File: config.mk
export PLATFORM = sky130hd
export DESIGN_NAME = switch_alloc_wh
export DESIGN_NICKNAME = d
export VERILOG_FILES = /design/src/rtl/switch_alloc_wh.sv
export SDC_FILE = /design/constraint.sdc
export NUM_CORES = 1
export LEC_CHECK = 0
export ABC_AREA = 1
export BUFFER_PORTS_ARGS = -buffer_cell sky130_fd_sc_hd__buf_2
export CORE_MARGIN = 4
export CORE_UTILIZATION = 34
export CTS_CLUSTER_SIZE = 28
export DETAILED_ROUTE_END_ITERATION = 8
export PLACE_DENSITY = 0.51
export SKIP_CTS_REPAIR_TIMING = 1
export SLEW_MARGIN = 5
export SYNTH_ARGS = -nofsm -noshare
export SYNTH_HDL_FRONTEND = slang
export SYNTH_SLANG_ARGS = --single-unit
File: constraint.sdc
create_clock -name clk -period 5.2 [get_ports clk]
set_input_delay 0.52 -clock clk [delete_from_list [all_inputs] [get_ports clk]]
set_output_delay 0.52 -clock clk [all_outputs]
set_load 0.05 [all_outputs]
File: src/rtl/switch_alloc_wh.sv
// -----------------------------------------------------------------------------
// switch_alloc_wh
//
// Wormhole switch allocator with credit-based flow control. Each output port
// has its own two-state FSM (IDLE / LOCKED), an owner register and a
// round-robin pointer. In IDLE an output grants the first requesting head
// flit, searching from its pointer upward. In LOCKED it only serves the input
// that owns the packet in flight. Grants are combinational and appear in the
// same cycle as the request. A per-output credit counter mirrors the free
// slots in the downstream buffer.
//
// Ports
//   clk             : single clock, rising-edge active
//   reset           : asynchronous, active-high reset
//   ce              : clock enable for grants and FSM/owner/pointer updates
//   i_output_req    : [input][output] request matrix, one-hot per input
//   i_head          : per input, head-of-queue flit is a head flit
//   i_tail          : per input, head-of-queue flit is a tail flit
//   i_credit_return : per output, downstream freed one buffer slot
//   o_output_grant  : [output][input] grant matrix, one-hot or zero per output
//   o_input_grant   : per input, OR of all output grant rows
//   o_credit_count  : per output, credits currently available
//   o_locked        : per output, held by an in-flight packet
// -----------------------------------------------------------------------------
module switch_alloc_wh #(
  parameter int N     = 5,
  parameter int M     = 5,
  parameter int DEPTH = 4
) (
  input  logic                                   clk,
  input  logic                                   reset,
  input  logic                                   ce,
  input  logic [0:N-1][0:M-1]                    i_output_req,
  input  logic [0:N-1]                           i_head,
  input  logic [0:N-1]                           i_tail,
  input  logic [0:M-1]                           i_credit_return,
  output logic [0:M-1][0:N-1]                    o_output_grant,
  output logic [0:N-1]                           o_input_grant,
  output logic [0:M-1][$clog2(DEPTH+1)-1:0]      o_credit_count,
  output logic [0:M-1]                           o_locked
);

  localparam int PW = (N > 1) ? $clog2(N) : 1;
  localparam int CW = $clog2(DEPTH + 1);

  typedef enum logic {
    IDLE   = 1'b0,
    LOCKED = 1'b1
  } state_t;

  for (genvar i = 0; i < M; i++) begin : g_out

    state_t          state_q, state_d;
    logic [PW-1:0]   owner_q, owner_d;
    logic [PW-1:0]   ptr_q, ptr_d;
    logic [CW-1:0]   cred_q, cred_d;
    logic [0:N-1]    grant_row;
    logic            granted;
    logic [PW-1:0]   winner;
    logic [PW-1:0]   idx;
    logic [PW-1:0]   ptr_next;

    // Arbitration, next-state and credit update for this output. Grants are
    // suppressed while reset is high so the outputs drop immediately on an
    // asynchronous reset, independent of any clock edge.
    always_comb begin
      grant_row = '0;
      granted   = 1'b0;
      winner    = owner_q;
      idx       = '0;
      state_d   = state_q;
      owner_d   = owner_q;
      ptr_d     = ptr_q;
      cred_d    = cred_q;

      if (!reset && ce && (cred_q != '0)) begin
        if (state_q == LOCKED) begin
          // Only the owner may continue; a head flit from the owner here is
          // treated as just another body flit.
          if (i_output_req[owner_q][i]) begin
            granted            = 1'b1;
            winner             = owner_q;
            grant_row[owner_q] = 1'b1;
          end
        end else begin
          for (int k = 0; k < N; k++) begin
            idx = PW'((int'(ptr_q) + k) % N);
            if (!granted && i_output_req[idx][i] && i_head[idx]) begin
              granted        = 1'b1;
              winner         = idx;
              grant_row[idx] = 1'b1;
            end
          end
        end
      end

      ptr_next = (winner == PW'(N - 1)) ? '0 : winner + 1'b1;

      // The pointer only moves past the winner when a packet completes.
      if (granted) begin
        if (state_q == IDLE) begin
          if (!i_tail[winner]) begin
            state_d = LOCKED;
            owner_d = winner;
          end else begin
            ptr_d = ptr_next;
          end
        end else if (i_tail[winner]) begin
          state_d = IDLE;
          ptr_d   = ptr_next;
        end
      end

      // Credits keep counting returns even with ce low; a return at DEPTH
      // is dropped so the counter saturates.
      if (granted && !i_credit_return[i]) begin
        cred_d = cred_q - CW'(1);
      end else if (!granted && i_credit_return[i] && (cred_q != CW'(DEPTH))) begin
        cred_d = cred_q + CW'(1);
      end
    end

    // State, owner, pointer and credit registers for this output.
    always_ff @(posedge clk or posedge reset) begin
      if (reset) begin
        state_q <= IDLE;
        owner_q <= '0;
        ptr_q   <= '0;
        cred_q  <= CW'(DEPTH);
      end else begin
        state_q <= state_d;
        owner_q <= owner_d;
        ptr_q   <= ptr_d;
        cred_q  <= cred_d;
      end
    end

    assign o_output_grant[i] = grant_row;
    assign o_credit_count[i] = cred_q;
    assign o_locked[i]       = (state_q == LOCKED);

  end

  // Each input sees whether any output picked it this cycle.
  always_comb begin
    o_input_grant = '0;
    for (int m = 0; m < M; m++) begin
      o_input_grant = o_input_grant | o_output_grant[m];
    end
  end

endmodule

==> results.py <==
metrics = {
    "synthesis": {
        "async_flop_share_pct": 100,
        "yosys-top-cells-area": "nand2_1 19%, inv_1 10%, ha_1 10%, dfrtp_1 9.3%, nand3_1 7.5%",
        "synth-seq-cells": 50,
        "syn_area_sq_mm": 0.0121,
        "yosysTopAreaCellShare_pct": 19.4,
        "postSynthCellCount": 2124,
        "ys.flop_type": "dfrtp_1",
        "seq_area_frac_synth_pct": 10.4,
        "ys.warnings.count": 0,
        "avgSynthCellArea_sq_um": 5.70,
        "synth_edf_count": 0,
        "synth_nets": 2269,
        "yosys.area.top_type": "nand2_1",
        "netlist_top_cells_count": "624 x nand2_1, 327 x inv_1, 191 x nor2_1",
        "synth_cell_types": 65,
        "synth.most_common_cell": "nand2_1",
    },
    "cts": {
        "worstSkewPairLatency_ns": 0.31,
        "clk_path_buf_depth": 2,
        "cts_tree": "done",
        "clk_pin_slew_ns": 0.07,
        "htree_levels": 2,
        "cts.sinks": 50,
        "numCtsBuffers": 5,
        "cts_root_buffer": "clkbuf_16",
    },
    "worst_setup_path": {
        "path_common_cell": "nand2_1",
        "r2r-start": "g_out[0].ptr_q[0]$_DFFE_PP0P_",
        "endpoint_kind": "output pin",
        "timing.rr.end": "g_out[0].cred_q[2]$_DFFE_PP1P_",
        "path_class": "flop to output pin",
        "arrival_ns": 4.44,
        "ff2ff_path_depth": 28,
        "cp_slowest_cell": "dfrtp_1",
        "critical_path_required_ns": 4.68,
        "critPathBufInv": 6,
        "cpLargestDelayFamily": "simple AND/OR/NAND/NOR gates",
        "reg2reg_slack_ns": 0.71,
        "slowest_delay_ns": 0.39,
        "critical_path.startpoint_type": "flop",
        "cp_max_fo": 5,
    },
    "placement": {
        "dpl_cell_area_sq_mm": 0.0132,
        "globalplace.congestion": 0.933,
        "dp_cells": 2673,
        "place_hpwl_um": 34600,
        "portBuffers": 92,
    },
    "floorplanning": {
        "die_w_um": 197,
        "rows": 68,
        "die_h_um": 197,
        "core_area_sq_mm": 0.0348,
        "ioPinCount": 93,
        "fp.dieArea_sq_mm": 0.0387,
        "initial_utilization_pct": 34.8,
    },
    "grt": {
        "antenna_found_initial": 3,
        "grt_max_degree": 50,
        "track_usage_pct": 20.9,
        "grt_pass1_wl_um": 66900,
        "grt-busiest-layer": "met2",
        "grt_use_met3_pct": 3.32,
        "grt_pass1_vias": 13000,
        "overflow": 0,
        "met1_usage_pct": 29.0,
        "globalRouteMet2Util_pct": 34.1,
    },
    "sta": {
        "period_share_pct": 95.5,
        "finalHoldViolCount": 0,
        "holdWs_ns": 0.0693,
        "maxSlewHeadroom_pct": 52.7,
        "skew_ns": 0.00897,
        "period_needed_ns": 4.96,
        "finalSetupTns_ns": 0,
        "tightestPinTransition_ns": 0.710,
        "setup_viol": 0,
        "fmax_mhz": 201,
        "drv_slew": 0,
    },
    "finish": {
        "instances_no_fill": 2705,
        "stdcell_area_sq_mm": 0.0140,
        "fillers": 3824,
        "nets": 2394,
        "syn_to_final_growth_pct": 15.4,
        "drive_above_1_share_pct": 19.1,
        "antenna_cells": 0,
    },
    "route": {
        "post-route-drc-count": 0,
        "dr.pass1.iters": 5,
        "viasPerCell": 5.15,
        "ant_nets": 0,
        "drt-total-wl_um": 42300,
        "wire_per_inst_um": 15.6,
        "dr.first_iter.drc_count": 1044,
        "num_vias": 13900,
    },
    "status": {
        "status": "complete, no violations",
    },
    "run": {
        "maxCapViolCount": 0,
    },
    "worst_hold_path": {
        "min_path_type": "primary input to async pin",
    },
}
## final cells by class
| class | instances | area [sq um] | share of cell area [%] |
|---|---|---|---|
| flip-flops and latches | 50 | 1260 | 9.05 |
| inverters | 375 | 1420 | 10.2 |
| clock inverters | 2 | 38.8 | 0.278 |
| well taps | 455 | 569 | 4.08 |
| repair buffers | 143 | 875 | 6.26 |
| multi-input cells | 1674 | 9670 | 69.2 |
| clock buffers | 6 | 129 | 0.923 |
## worst register-to-register path: cells and delay by family (launching register included)
family | cells | cell delay, ns
compound gates | 2 | 0.45
xor+xnor | 2 | 0.44
fa+ha+maj | 5 | 1.21
buf+inv | 10 | 0.93
flops | 1 | 0.48
simple gates | 9 | 0.90
## state kept, by name, summed over array words and instances (netlist names)
register	count
g_out.cred_q	15
g_out.owner_q	15
g_out.ptr_q	15
g_out.state_q	5
## how the worst max path moves through the flow
stage	from	end	cells after the start
CTS	g_out[4].ptr_q[0]$_DFFE_PP0P_	o_input_grant[1]	29
global placement	g_out[3].ptr_q[0]$_DFFE_PP0P_	o_input_grant[1]	27
detailed placement	g_out[4].ptr_q[0]$_DFFE_PP0P_	o_input_grant[1]	29
global route	g_out[1].ptr_q[1]$_DFFE_PP0P_	o_input_grant[1]	28
finish	g_out[4].ptr_q[1]$_DFFE_PP0P_	o_input_grant[1]	29
floorplan	g_out[4].ptr_q[0]$_DFFE_PP0P_	o_input_grant[1]	28
## metal layers
layer | up-vias | routed length (um)
met5 | - | 49
met4 | 8 | 973
met3 | 62 | 2560
li1 | 7159 | -
met1 | 6336 | 19900
met2 | 366 | 18900
## through the flow
step / setup slack, ns / util, %
after global placement: 0.190 / 37.9
after floorplan: -0.124 / -
after CTS: -0.283 / 38.4
after global routing: -0.0561 / 40.1
after detailed placement: 0.0949 / 37.9
final: 0.235 / 40.1
## layout by cell type, fill, tap and decap left out, types with 17 or more instances in the layout
| cell type | count |
|---|---|
| a21oi_1 | 49 |
| a31oi_1 | 17 |
| buf_2 | 86 |
| buf_4 | 53 |
| dfrtp_1 | 40 |
| ha_1 | 85 |
| inv_1 | 307 |
| inv_2 | 57 |
| nand2_1 | 607 |
| nand2_2 | 73 |
| nand3_1 | 177 |
| nand3_2 | 20 |
| nand4_1 | 67 |
| nor2_1 | 180 |
| nor2_2 | 20 |
| nor3_1 | 33 |
| o211ai_1 | 40 |
| o21ai_0 | 81 |
| o21ai_1 | 34 |
| xor2_1 | 26 |
## cell families (layout without fill, tap and decap cells)
family          Yosys count  after routing  synth area share (%)
simple gates           1235           1235                  46.8
mux                       4              4                 0.362
compound gates          291            291                  14.9
fa+ha+maj               102            102                  10.9
xor+xnor                 42             42                  3.69
buf+inv                 400            526                  13.0
flops                    50             50                  10.4
Power is left out: the tool's default activity adds up to more than one toggle a clock period on the data nets, which glitch-free logic cannot reach.
